**config.mk**
```make
export PLATFORM = sky130hd
export DESIGN_NAME = msfsm_hs_pipe
export DESIGN_NICKNAME = d
export VERILOG_FILES = /design/src/rtl/msfsm_hs_pkg.sv /design/src/rtl/msfsm_hs_stage.sv /design/src/rtl/msfsm_hs_pipe.sv
export SDC_FILE = /design/constraint.sdc
export NUM_CORES = 1
export LEC_CHECK = 0
export ABC_CLOCK_PERIOD_IN_PS = 4900
export BUFFER_PORTS_ARGS = -buffer_cell sky130_fd_sc_hd__buf_2
export CAP_MARGIN = 40
export CELL_PAD_IN_SITES_DETAIL_PLACEMENT = 0
export CELL_PAD_IN_SITES_GLOBAL_PLACEMENT = 1
export CORE_MARGIN = 2
export CORE_UTILIZATION = 44
export CTS_CLUSTER_DIAMETER = 40
export DETAILED_ROUTE_END_ITERATION = 10
export HOLD_SLACK_MARGIN = 0.12
export PLACE_DENSITY = 0.75
export SYNTH_ARGS = -nofsm -noshare
export SYNTH_HDL_FRONTEND = slang
export SYNTH_SLANG_ARGS = --single-unit
```
**constraint.sdc**
```tcl
create_clock -name clk -period 4.9 [get_ports clk]
set_input_delay 0.98 -clock clk [delete_from_list [all_inputs] [get_ports clk]]
set_output_delay 0.98 -clock clk [all_outputs]
set_load 0.01 [all_outputs]
```
**src/rtl/msfsm_hs_pkg.sv**
```systemverilog
// Shared types and limits for the 4-phase handshake pipeline.
package msfsm_hs_pkg;

    localparam int N_STAGES_MIN = 1;
    localparam int N_STAGES_MAX = 16;

    typedef enum logic {
        IN_IDLE = 1'b0,
        IN_ACK  = 1'b1
    } in_state_e;

    typedef enum logic [1:0] {
        OUT_IDLE = 2'd0,
        OUT_REQ  = 2'd1,
        OUT_RTZ  = 2'd2
    } out_state_e;

endpackage

```
**src/rtl/msfsm_hs_stage.sv**
```systemverilog
// One 4-phase handshake stage: input FSM captures, output FSM forwards.
// Protocol checks exist only when MSFSM_PROTO_ERR_EN is defined.
//
// state    | meaning
// IN_IDLE  | waiting for a request while empty
// IN_ACK   | item captured, Ai high until upstream returns Ri to zero
// OUT_IDLE | nothing offered downstream
// OUT_REQ  | Ro high, waiting for downstream acknowledge
// OUT_RTZ  | Ro low, waiting for downstream acknowledge to return to zero
module msfsm_hs_stage
    import msfsm_hs_pkg::*;
#(
    parameter int DW = 8
`ifdef MSFSM_PROTO_ERR_EN
    , parameter bit CHK_IN  = 1'b0
    , parameter bit CHK_OUT = 1'b0
`endif
) (
    input  logic          clk,
    input  logic          reset,
    input  logic          ri,
    output logic          ai,
    input  logic [DW-1:0] d,
    output logic          ro,
    input  logic          ao,
    output logic [DW-1:0] q
`ifdef MSFSM_PROTO_ERR_EN
    , output logic        viol
`endif
);

    in_state_e  in_st;
    out_state_e out_st;
    logic       full;
    logic       armed;
    logic       capture;

    // armed blocks a request left high across reset from being taken as new
    assign capture = (in_st == IN_IDLE) && ri && !full && armed;

    always_ff @(posedge clk or posedge reset) begin
        if (reset) begin
            in_st  <= IN_IDLE;
            out_st <= OUT_IDLE;
            full   <= 1'b0;
            armed  <= 1'b0;
            ai     <= 1'b0;
            ro     <= 1'b0;
            q      <= '0;
        end else begin
            if (!ri)
                armed <= 1'b1;

            case (in_st)
                IN_IDLE: if (capture) begin
                    q     <= d;
                    ai    <= 1'b1;
                    in_st <= IN_ACK;
                end
                IN_ACK: if (!ri) begin
                    ai    <= 1'b0;
                    in_st <= IN_IDLE;
                end
                default: in_st <= IN_IDLE;
            endcase

            case (out_st)
                OUT_IDLE: if ((full || capture) && !ao) begin
                    ro     <= 1'b1;
                    out_st <= OUT_REQ;
                end
                OUT_REQ: if (ao) begin
                    ro     <= 1'b0;
                    out_st <= OUT_RTZ;
                end
                OUT_RTZ: if (!ao)
                    out_st <= OUT_IDLE;
                default: out_st <= OUT_IDLE;
            endcase

            // capture needs full=0 and release needs OUT_REQ (full=1): never both
            if (capture)
                full <= 1'b1;
            else if ((out_st == OUT_REQ) && ao)
                full <= 1'b0;
        end
    end

`ifdef MSFSM_PROTO_ERR_EN
    logic ri_prev;
    logic ao_prev;

    always_ff @(posedge clk or posedge reset) begin
        if (reset) begin
            ri_prev <= 1'b0;
            ao_prev <= 1'b0;
        end else begin
            ri_prev <= ri;
            ao_prev <= ao;
        end
    end

    assign viol = (CHK_IN && (in_st == IN_IDLE) && ri_prev && !ri) ||
                  (CHK_OUT && (((out_st == OUT_IDLE) && ao) ||
                               ((out_st == OUT_REQ) && ao_prev && !ao)));
`endif

endmodule

```
**src/rtl/msfsm_hs_pipe.sv**
```systemverilog
// Chain of N_STAGES 4-phase handshake stages with transfer counter and
// sticky protocol error flag (checking enabled by MSFSM_PROTO_ERR_EN).
module msfsm_hs_pipe
    import msfsm_hs_pkg::*;
#(
    parameter int N_STAGES = 3,
    parameter int DW       = 8,
    parameter int CNT_W    = 16
) (
    input  logic             clk,
    input  logic             reset,
    input  logic             Ri,
    output logic             Ai,
    input  logic [DW-1:0]    data,
    output logic             Ro,
    input  logic             Ao,
    output logic [DW-1:0]    q,
    output logic [CNT_W-1:0] xfer_cnt,
    output logic             err
);

    if (N_STAGES < N_STAGES_MIN || N_STAGES > N_STAGES_MAX) begin : g_bad_n
        $error("msfsm_hs_pipe: N_STAGES out of range");
    end

    // link k sits in front of stage k; link N_STAGES is the downstream port
    logic [N_STAGES:0] req;
    logic [N_STAGES:0] ack;
    logic [DW-1:0]     dat [0:N_STAGES];

    assign req[0]        = Ri;
    assign Ai            = ack[0];
    assign dat[0]        = data;
    assign Ro            = req[N_STAGES];
    assign ack[N_STAGES] = Ao;
    assign q             = dat[N_STAGES];

`ifdef MSFSM_PROTO_ERR_EN
    logic [N_STAGES-1:0] viol;
`endif

    for (genvar k = 0; k < N_STAGES; k++) begin : g_stage
        msfsm_hs_stage #(
            .DW(DW)
`ifdef MSFSM_PROTO_ERR_EN
            , .CHK_IN(k == 0)
            , .CHK_OUT(k == N_STAGES - 1)
`endif
        ) u_stage (
            .clk  (clk),
            .reset(reset),
            .ri   (req[k]),
            .ai   (ack[k]),
            .d    (dat[k]),
            .ro   (req[k+1]),
            .ao   (ack[k+1]),
            .q    (dat[k+1])
`ifdef MSFSM_PROTO_ERR_EN
            , .viol(viol[k])
`endif
        );
    end

    // last stage is in OUT_REQ exactly while Ro is high
    always_ff @(posedge clk or posedge reset) begin
        if (reset)
            xfer_cnt <= '0;
        else if (Ro && Ao)
            xfer_cnt <= xfer_cnt + CNT_W'(1);
    end

`ifdef MSFSM_PROTO_ERR_EN
    always_ff @(posedge clk or posedge reset) begin
        if (reset)
            err <= 1'b0;
        else if (|viol)
            err <= 1'b1;
    end
`else
    assign err = 1'b0;
`endif

endmodule
```
==> qor.yml <==
post_drt_via_cell_ratio: 4.942
crit_cells: 1
ant_nets: 0
yosys_warnings: 0
critPathCaptureType: "primary output"
clockRootBuffer: "clkbuf_8"
critPathMaxFanout: 5
cp_slowest_cell: "dfrtp_1"
initial_core_util: 0.4632
num-fill-cells: 544
drc: 0
critical_path_required_ns: 3.92
yosysUniqueCellTypes: 39
rsz0062_at_grt: "no"
holdBufCountCts: 0
clockBufferDepth: 2
cts-resized-gates: 0
syn_area_per_cell_um2: 13.32
htreeDepth: 3
fin_skew_ns: 0.009843
post_cts_buffers: 0
path_cells: "buf_2"
wl_per_cell_um: 13.33
post-place-ws_ns: 2.831
die_w_um: 80.84
power_frac_seq: 0.542
combPwrFrac: 0.120
overflow: 0
finalCritPeriodShare: 0.4082
instances_no_fill: 309
synth_nets: 208
design_area_um2: 2963
final.setup.worst_slack_ns: 2.900
hold_class: "reg -> reg"
gp_congestion: 0.6976
slew_violations: 0
outcome: "finished, final reports clean"
ir_drop_mv: 0.2645
seq_area_frac_synth: 0.5877
crit_buf_inv: 1
start_kind: "register"
io_buffer_count: 37
worstSetupPathType: "reg -> out"
drv_cap: 0
hold_path_depth: 1
worstMarginPinSlew_ns: 0.7562
placedCellCount: 294
place_area_um2: 2796
synthCells: 195
grt_pass1_wl_um: 7134
regArea_um2: 1526
finalHoldViolCount: 0
synthArstFlopShare: 1.000
r2r_cells: 4
max_freq_mhz: 500.0
p_switching_uw: 296.6
grt_pass1_vias: 1519
clock_latency_ns: 0.34
multiInputGateArea_um2: 960.9
antenna_found_initial: 0
cts_buffers: 9
drive_gt1_frac: 0.3840
clkTransAtPathRegs_ns: 0.06
dieArea_um2: 6534
max_slew_margin: 0.4958
clkPwrFrac: 0.338
crit_path_max_incr_delay_ns: 0.50
grt.total_usage: 0.1495
first_pass_iters: 4
intPower_uw: 828.4
finalCriticalPeriod_ns: 2.000
area_growth_syn_to_layout_pct: 14.07
power_density_nw_per_um2: 379.7
setup_viol: 0
antenna-diode-count: 0
grt_start_max_net_pins: 62
arrival_ns: 1.02
num_io_pins: 39
cts.sinks: 61
swShare: 0.2636
core-area_um2: 5608
synth_edf_count: 0
dp_hpwl_um: 2737
syn_area_um2: 2597
via_count: 1527
fin_tns_setup_ns: 0
fin_nets: 246
cts_tree: "done"
leakage_uw: 0.001490
ys_seq_elements: 61
synthFlopType: "dfrtp_1"
rows: 27
wl_um: 4118
cp_top_family: "flip-flops"
drt_iter0_drc: 39
utilization: 0.5283
dieHeight_um: 80.84
-- metrics by stage --
step	hold WS (ns)	power [uW]
floorplan	0.4258	704.8
global placement	0.4522	754.0
detailed placement	0.4575	756.9
CTS	0.4700	1143
global route	0.4979	1197
finish	0.4637	1125
-- metal layers --
metal,global-route usage,part of all wire,up-vias
li1,-,-,731
met1,0.1811,0.45,750
met2,0.2223,0.47,38
met3,0.08556,0.062,8
met4,0.05424,0.016,0
met5,0,0,-
-- cells in the final DEF, fill, tap and decap left out, types with 2 or more instances in the layout --
cell	count
nor2b_1	2
a21oi_1	3
mux2_2	25
buf_2	37
a211oi_1	2
clkinv_2	2
clkbuf_8	10
xnor2_1	7
or2b_1	3
inv_1	5
nand2b_1	5
o21ai_0	2
xor2_1	11
and2_1	4
o21a_1	2
or2_2	2
o41ai_1	2
nand3_1	4
clkinvlp_4	2
nor2_1	10
a21o_1	5
nand2_1	6
inv_2	2
nor3_2	4
dfrtp_1	61
nand4_1	3
-- cell usage after synthesis, types with 3 or more instances --
cell type   n  area (um^2)
dfrtp_1    61         1526
xnor2_1     7        61.31
nand2b_1    5        31.28
and2_1      4        25.02
nor2_1     10        37.54
nand3_1     4        20.02
inv_1       6        22.52
or2b_1      3        22.52
a21o_1      5        37.54
xor2_1     11        96.34
nand4_1     3        18.77
buf_4       9        67.56
mux2_2     25        281.5
a21oi_1     3        15.01
nand2_1     6        22.52
nor3_2      4        40.04
-- power by group through the flow --
stage	clock (uW)	sequential, uW	combinational [uW]
CTS	395	610	138
global route	422	620	155
floorplan	0	621	84.2
detailed placement	0	619	138
finish	380	610	135
global placement	0	619	135
-- area by class of cell --
type                            instances  area share
Clock inverter                          4    0.008446
Timing Repair Buffer                   38     0.06503
Inverter                                7    0.008868
Tap cell                               72     0.03041
Sequential cell                        61      0.5152
Clock buffer                           11     0.04772
Multi-Input combinational cell        116      0.3243
-- state kept, by name, summed over array words and instances (netlist names) --
name                    flops
g_stage.u_stage.q          24
g_stage.u_stage.in_st       3
g_stage.u_stage.ai          3
g_stage.u_stage.full        3
g_stage.u_stage.ro          3
g_stage.u_stage.armed       3
g_stage.u_stage.out_st      6
xfer_cnt                   16
-- logic make-up after synthesis --
family / Yosys count / synth area share
DFF: 61 / 0.5877
muxes: 25 / 0.1084
adders and majority gates: 1 / 0.004816
and+or+nand+nor: 52 / 0.1440
AOI/OAI and AO/OA: 19 / 0.05058
buffers and inverters: 18 / 0.04238
other: 1 / 0.001444
xor gates and xnor gates: 18 / 0.06069
-- worst register-to-register path: cells and delay by family, from the launching register on --
family	cells	cell delay, ns
compound gates	1	0.31
buf+inv	1	0.07
flops	1	0.37
simple gates	2	0.83
-- worst paths after layout --
check / end / startpoint / slack (ns)
setup / recovery: xfer_cnt[5] / xfer_cnt[5] / 2.90
hold / removal: xfer_cnt[15] / xfer_cnt[15] / 0.46
setup reg to reg: g_stage[2].u_stage.ro / g_stage[1].u_stage.ro / 3.20
hold reg to reg: xfer_cnt[15] / xfer_cnt[15] / 0.46
max in group asynchronous: xfer_cnt[15] / reset / 3.55
min in group asynchronous: xfer_cnt[1] / reset / 0.83
No activity file was read; power rests on OpenSTA's default activity.
